==> src/rtl/mux_stream_rr.sv <==
// N-to-1 registered stream multiplexer with valid/ready on every channel.
// Round-robin or fixed-priority arbitration feeding a single output register.
module mux_stream_rr #(
  parameter int unsigned DATA_WIDTH = 16,
  parameter int unsigned NUM_CH     = 4,
  parameter int unsigned RR_MODE    = 1,
  parameter int unsigned SEL_W      = $clog2(NUM_CH)
) (
  input  logic                         clk,
  input  logic                         rst,
  input  logic [NUM_CH-1:0]            in_valid,
  input  logic [NUM_CH*DATA_WIDTH-1:0] in_data,
  output logic [NUM_CH-1:0]            in_ready,
  output logic                         out_valid,
  output logic [DATA_WIDTH-1:0]        out_data,
  output logic [SEL_W-1:0]             out_sel,
  input  logic                         out_ready
);

  localparam int unsigned LAST_CH = NUM_CH - 1;

  logic [SEL_W-1:0]      rr_ptr;
  logic [SEL_W-1:0]      ptr_eff;
  logic [NUM_CH-1:0]     hi_mask;
  logic                  any_lo;
  logic                  any_hi;
  logic [SEL_W-1:0]      idx_lo;
  logic [SEL_W-1:0]      idx_hi;
  logic                  grant_vld;
  logic [SEL_W-1:0]      grant_idx;
  logic [NUM_CH-1:0]     grant_oh;
  logic                  load_en;
  logic                  in_xfer;
  logic [SEL_W-1:0]      ptr_next;
  logic [DATA_WIDTH-1:0] ch_data [NUM_CH];

  // Unpack the flat input bus into per-channel words.
  for (genvar k = 0; k < NUM_CH; k++) begin : g_unpack
    assign ch_data[k] = in_data[k*DATA_WIDTH +: DATA_WIDTH];
  end

  // Fixed priority is round-robin with the pointer pinned at channel 0.
  assign ptr_eff = (RR_MODE != 0) ? rr_ptr : '0;

  always_comb begin
    hi_mask = '0;
    for (int c = 0; c < int'(NUM_CH); c++) begin
      hi_mask[c] = (c >= int'(ptr_eff));
    end
  end

  // Two-pass scan: lowest valid at or above the pointer, else lowest valid overall.
  always_comb begin
    any_lo = 1'b0;
    any_hi = 1'b0;
    idx_lo = '0;
    idx_hi = '0;
    for (int c = int'(LAST_CH); c >= 0; c--) begin
      if (in_valid[c]) begin
        any_lo = 1'b1;
        idx_lo = SEL_W'(c);
      end
      if (in_valid[c] && hi_mask[c]) begin
        any_hi = 1'b1;
        idx_hi = SEL_W'(c);
      end
    end
  end

  assign grant_vld = any_lo;
  assign grant_idx = any_hi ? idx_hi : idx_lo;

  always_comb begin
    grant_oh = '0;
    if (grant_vld) begin
      grant_oh[grant_idx] = 1'b1;
    end
  end

  assign load_en  = !out_valid || out_ready;
  assign in_ready = (load_en && !rst) ? grant_oh : '0;
  assign in_xfer  = grant_vld && load_en && !rst;
  assign ptr_next = (grant_idx == SEL_W'(LAST_CH)) ? '0 : grant_idx + SEL_W'(1);

  // Output register and round-robin pointer.
  always_ff @(posedge clk) begin
    if (rst) begin
      out_valid <= 1'b0;
      out_data  <= '0;
      out_sel   <= '0;
      rr_ptr    <= '0;
    end else begin
      if (in_xfer) begin
        out_valid <= 1'b1;
        out_data  <= ch_data[grant_idx];
        out_sel   <= grant_idx;
        if (RR_MODE != 0) begin
          rr_ptr <= ptr_next;
        end
      end else if (out_valid && out_ready) begin
        out_valid <= 1'b0;
      end
    end
  end

endmodule

==> config.mk <==
export PLATFORM = sky130hd
export DESIGN_NAME = mux_stream_rr
export DESIGN_NICKNAME = d
export VERILOG_FILES = /design/src/rtl/mux_stream_rr.sv
export SDC_FILE = /design/constraint.sdc
export NUM_CORES = 1
export LEC_CHECK = 0
export ABC_AREA = 1
export CORE_MARGIN = 10
export CORE_UTILIZATION = 39
export DETAILED_ROUTE_END_ITERATION = 10
export GPL_ROUTABILITY_DRIVEN = 0
export PLACE_DENSITY_LB_ADDON = 0.2
export SLEW_MARGIN = 20
export SYNTH_ARGS = -nofsm -noshare
export SYNTH_HDL_FRONTEND = slang
export SYNTH_SLANG_ARGS = --single-unit
==> constraint.sdc <==
create_clock -name clk -period 1.8 [get_ports clk]
set_input_delay 0.36 -clock clk [delete_from_list [all_inputs] [get_ports clk]]
set_output_delay 0.36 -clock clk [all_outputs]
set_load 0.02 [all_outputs]
==> reports/metrics.json <==
{
  "status": {"value": "complete, but fails checks"},
  "violations": {"value": "negative setup slack"},
  "yosysTopAreaCell": {"value": "dfxtp_1"},
  "fin_cells": {"value": 442},
  "ys_async_sr_fraction": {"value": 0, "unit": "%"},
  "dieHeight": {"value": 85.72, "unit": "um"},
  "synth_fp_nets": {"value": 366},
  "netlist-cell-type-count": {"value": 22},
  "synthToLayoutAreaGrowth": {"value": 71.17, "unit": "%"},
  "worstSkewPairLatency": {"value": 0.26, "unit": "ns"},
  "critPathCaptureType": {"value": "primary output"},
  "first_global_vias": {"value": 1972},
  "die_w": {"value": 85.72, "unit": "um"},
  "global_route.usage.total": {"value": 15.12, "unit": "%"},
  "first_pass_grt_wire_length": {"value": 9363, "unit": "um"},
  "reg2reg_depth": {"value": 10},
  "mapped_avg_cell_area": {"value": 5.787, "unit": "um^2"},
  "dieArea": {"value": 7347, "unit": "um^2"},
  "max-cap-violations": {"value": 0},
  "cts.htree.levels": {"value": 1},
  "largest_net_degree_at_the_start_of_global_routing": {"value": 29},
  "route.vias.total": {"value": 2070},
  "timing.hold.ws": {"value": 0.4722, "unit": "ns"},
  "grt_remaining_overflow": {"value": 0},
  "starting_density_of_the_core": {"value": 41.21, "unit": "%"},
  "placeableCoreArea": {"value": 4086, "unit": "um^2"},
  "clockBufferDepth": {"value": 2},
  "timing.critical_path.required": {"value": 1.44, "unit": "ns"},
  "hold_viol": {"value": 0},
  "finClkSkew": {"value": 0.004182, "unit": "ns"},
  "drt_wl_total": {"value": 6111, "unit": "um"},
  "synth_top_cells_by_count": {"value": "nand2_1 (76), nand3_1 (76), inv_1 (65), dfxtp_1 (21), nor2_1 (11)"},
  "crit_path_start_kind": {"value": "flip-flop"},
  "power.ir.vdd_worst": {"value": 0.3706, "unit": "mV"},
  "clock-root-buffer": {"value": "clkbuf_8"},
  "antenna-diode-count": {"value": 0},
  "antenna_found_initial": {"value": 0},
  "p_per_area": {"value": 705.2, "unit": "nW/um^2"},
  "post-layout-total-power": {"value": 2.033, "unit": "mW"},
  "yosysTopAreaCellShare": {"value": 24.96, "unit": "%"},
  "critical_path.max_fanout": {"value": 4},
  "final_nets": {"value": 468},
  "synth.yosys.seq_area_share": {"value": 24.96, "unit": "%"},
  "clkSinkCount": {"value": 21},
  "preCtsSetupSlack": {"value": -1.000, "unit": "ns"},
  "worst-endpoint-arrival": {"value": 1.57, "unit": "ns"},
  "dr.pass1.iters": {"value": 4},
  "port-buffer-count": {"value": 93},
  "ant_nets": {"value": 0},
  "rows": {"value": 23},
  "placed_cells_incl_taps": {"value": 431},
  "routedWlPerCell": {"value": 13.83, "unit": "um"},
  "critical_path_type": {"value": "flip-flop to primary output"},
  "design.portCount": {"value": 94},
  "setup_repair_after_global_routing_missed_its_margin": {"value": "true"},
  "tritoncts": {"value": "yes"},
  "cts-buffers-inserted": {"value": 3},
  "synth_register_bits": {"value": 21},
  "synth-edff-count": {"value": 0},
  "post_synth_instance_area": {"value": 1684, "unit": "um^2"},
  "syn_inst": {"value": 291},
  "setup_viol": {"value": 4},
  "postLayoutCoreUtil": {"value": 70.55, "unit": "%"},
  "timing.fmax": {"value": 0.5170, "unit": "GHz"},
  "ys_dominant_reg_cell": {"value": "dfxtp_1"},
  "layout_min_cycle_time": {"value": 1.934, "unit": "ns"},
  "dp_hpwl": {"value": 4387, "unit": "um"},
  "max_slew.worst_pin.slew": {"value": 0.3090, "unit": "ns"},
  "final_max_slew_viol_count": {"value": 0},
  "first_iter_violations": {"value": 71},
  "total_leakage_power": {"value": 1.465, "unit": "nW"},
  "yosys_warnings": {"value": 0},
  "drive_above_1_share": {"value": 15.82, "unit": "%"},
  "vias_per_cell": {"value": 4.683},
  "max_slew_margin": {"value": 79.40, "unit": "%"},
  "cts.reportedPaths.clkPinSlew": {"value": 0.08, "unit": "ns"},
  "post-route-period-util": {"value": 107.5, "unit": "%"},
  "drt_drc_violations_left": {"value": 0},
  "synth_area_leaders": {"value": "dfxtp_1 (25%), nand3_1 (23%), nand2_1 (17%)"},
  "worst_hold_path.num_cells": {"value": 2},
  "min_path_type": {"value": "flip-flop to flip-flop"},
  "timing.final.ws_setup": {"value": -0.1344, "unit": "ns"}
}
cells by family (layout without fill, tap and decap cells):
family / after synthesis / after routing / share of synthesized area, %
adder cells (fa/ha/maj): 4 / 4 / 2.972
AND/OR/NAND/NOR: 169 / 170 / 44.87
buffers and inverters: 83 / 183 / 21.99
flip-flops: 21 / 21 / 24.96
AO/OA/AOI/OAI: 14 / 14 / 5.201
cells in the final DEF (no fill, tap or decap), types with 2 or more instances in the layout:
master / count
clkdlybuf4s50_1: 85
nand3_1: 76
nand2_1: 74
inv_1: 58
dfxtp_1: 19
buf_4: 17
buf_6: 7
inv_2: 5
nor2_2: 5
a21oi_1: 5
nor2_4: 4
o21ai_0: 4
nor2_1: 4
ha_4: 4
nand2_4: 3
inv_4: 3
clkbuf_8: 3
clkbuf_2: 3
a21oi_4: 2
o21ai_1: 2
timing repair:
item	4_1_cts	5_1_grt
resized for setup	58	14
hold buffers	0	0
setup buffers	5	3
pin swaps	11	8
cloned	0	1
endpoints found under the setup margin	20	16
per-stage QoR:
| stage | cell area [um^2] | setup TNS, ns |
|---|---|---|
| 4_1_cts | 2826 | -0.5138 |
| 3_5_place_dp | 2670 | -13.19 |
| 5_1_grt | 2883 | -0.9335 |
| 2_1_floorplan | 1694 | 0 |
| 6_report | 2883 | -0.4579 |
| 3_3_place_gp | 2670 | -12.03 |
flip-flops by register name, summed over array words and instances, names as in the netlist:
name       cells
out_data      16
out_valid      1
out_sel        2
ptr_eff        2
area by class of cell:
| cell class | instances | area, um^2 |
|---|---|---|
| flip-flops and latches | 21 | 425.4 |
| repair buffers | 113 | 1084 |
| well taps | 50 | 62.56 |
| inverters | 66 | 255.2 |
| multi-input cells | 188 | 1011 |
| fillers | 381 | 1204 |
| clock buffers | 4 | 45.04 |
worst max-delay path: stages, from the launching register on:
cell     delay, ns
dfxtp_4       0.41
nand2_4       0.07
a21oi_4       0.13
nand3_2       0.12
nand2_4       0.11
buf_6         0.12
ha_4          0.12
inv_2         0.04
nor2_4        0.08
buf_6         0.12
final timing paths:
kind,startpoint,endpoint,slack (ns)
worst min register to register,out_data[9]$_SDFFE_PP0P_,out_data[9]$_SDFFE_PP0P_,0.47
worst max-delay path,ptr_eff[1]$_SDFFE_PP0P_,in_ready[0],-0.13
worst min-delay path,out_data[9]$_SDFFE_PP0P_,out_data[9]$_SDFFE_PP0P_,0.47
worst max register to register,ptr_eff[1]$_SDFFE_PP0P_,out_data[15]$_SDFFE_PP0P_,0.07
metal layers:
metal	part of all wire [%]	GRT usage [%]	up-vias	wire [um]
met5	0	0	-	0
met4	0.41	2.844	0	25
met3	9.8	6.906	4	596
met2	48	25.41	66	2941
met1	42	17.25	914	2547
li1	-	-	1086	-
where the power goes:
part           total (mW)  switching [mW]  internal (mW)
clock               0.310           0.153          0.157
combinational        1.13           0.584          0.544
sequential          0.595          0.0528          0.542
(Power assumes the default switching activity.)
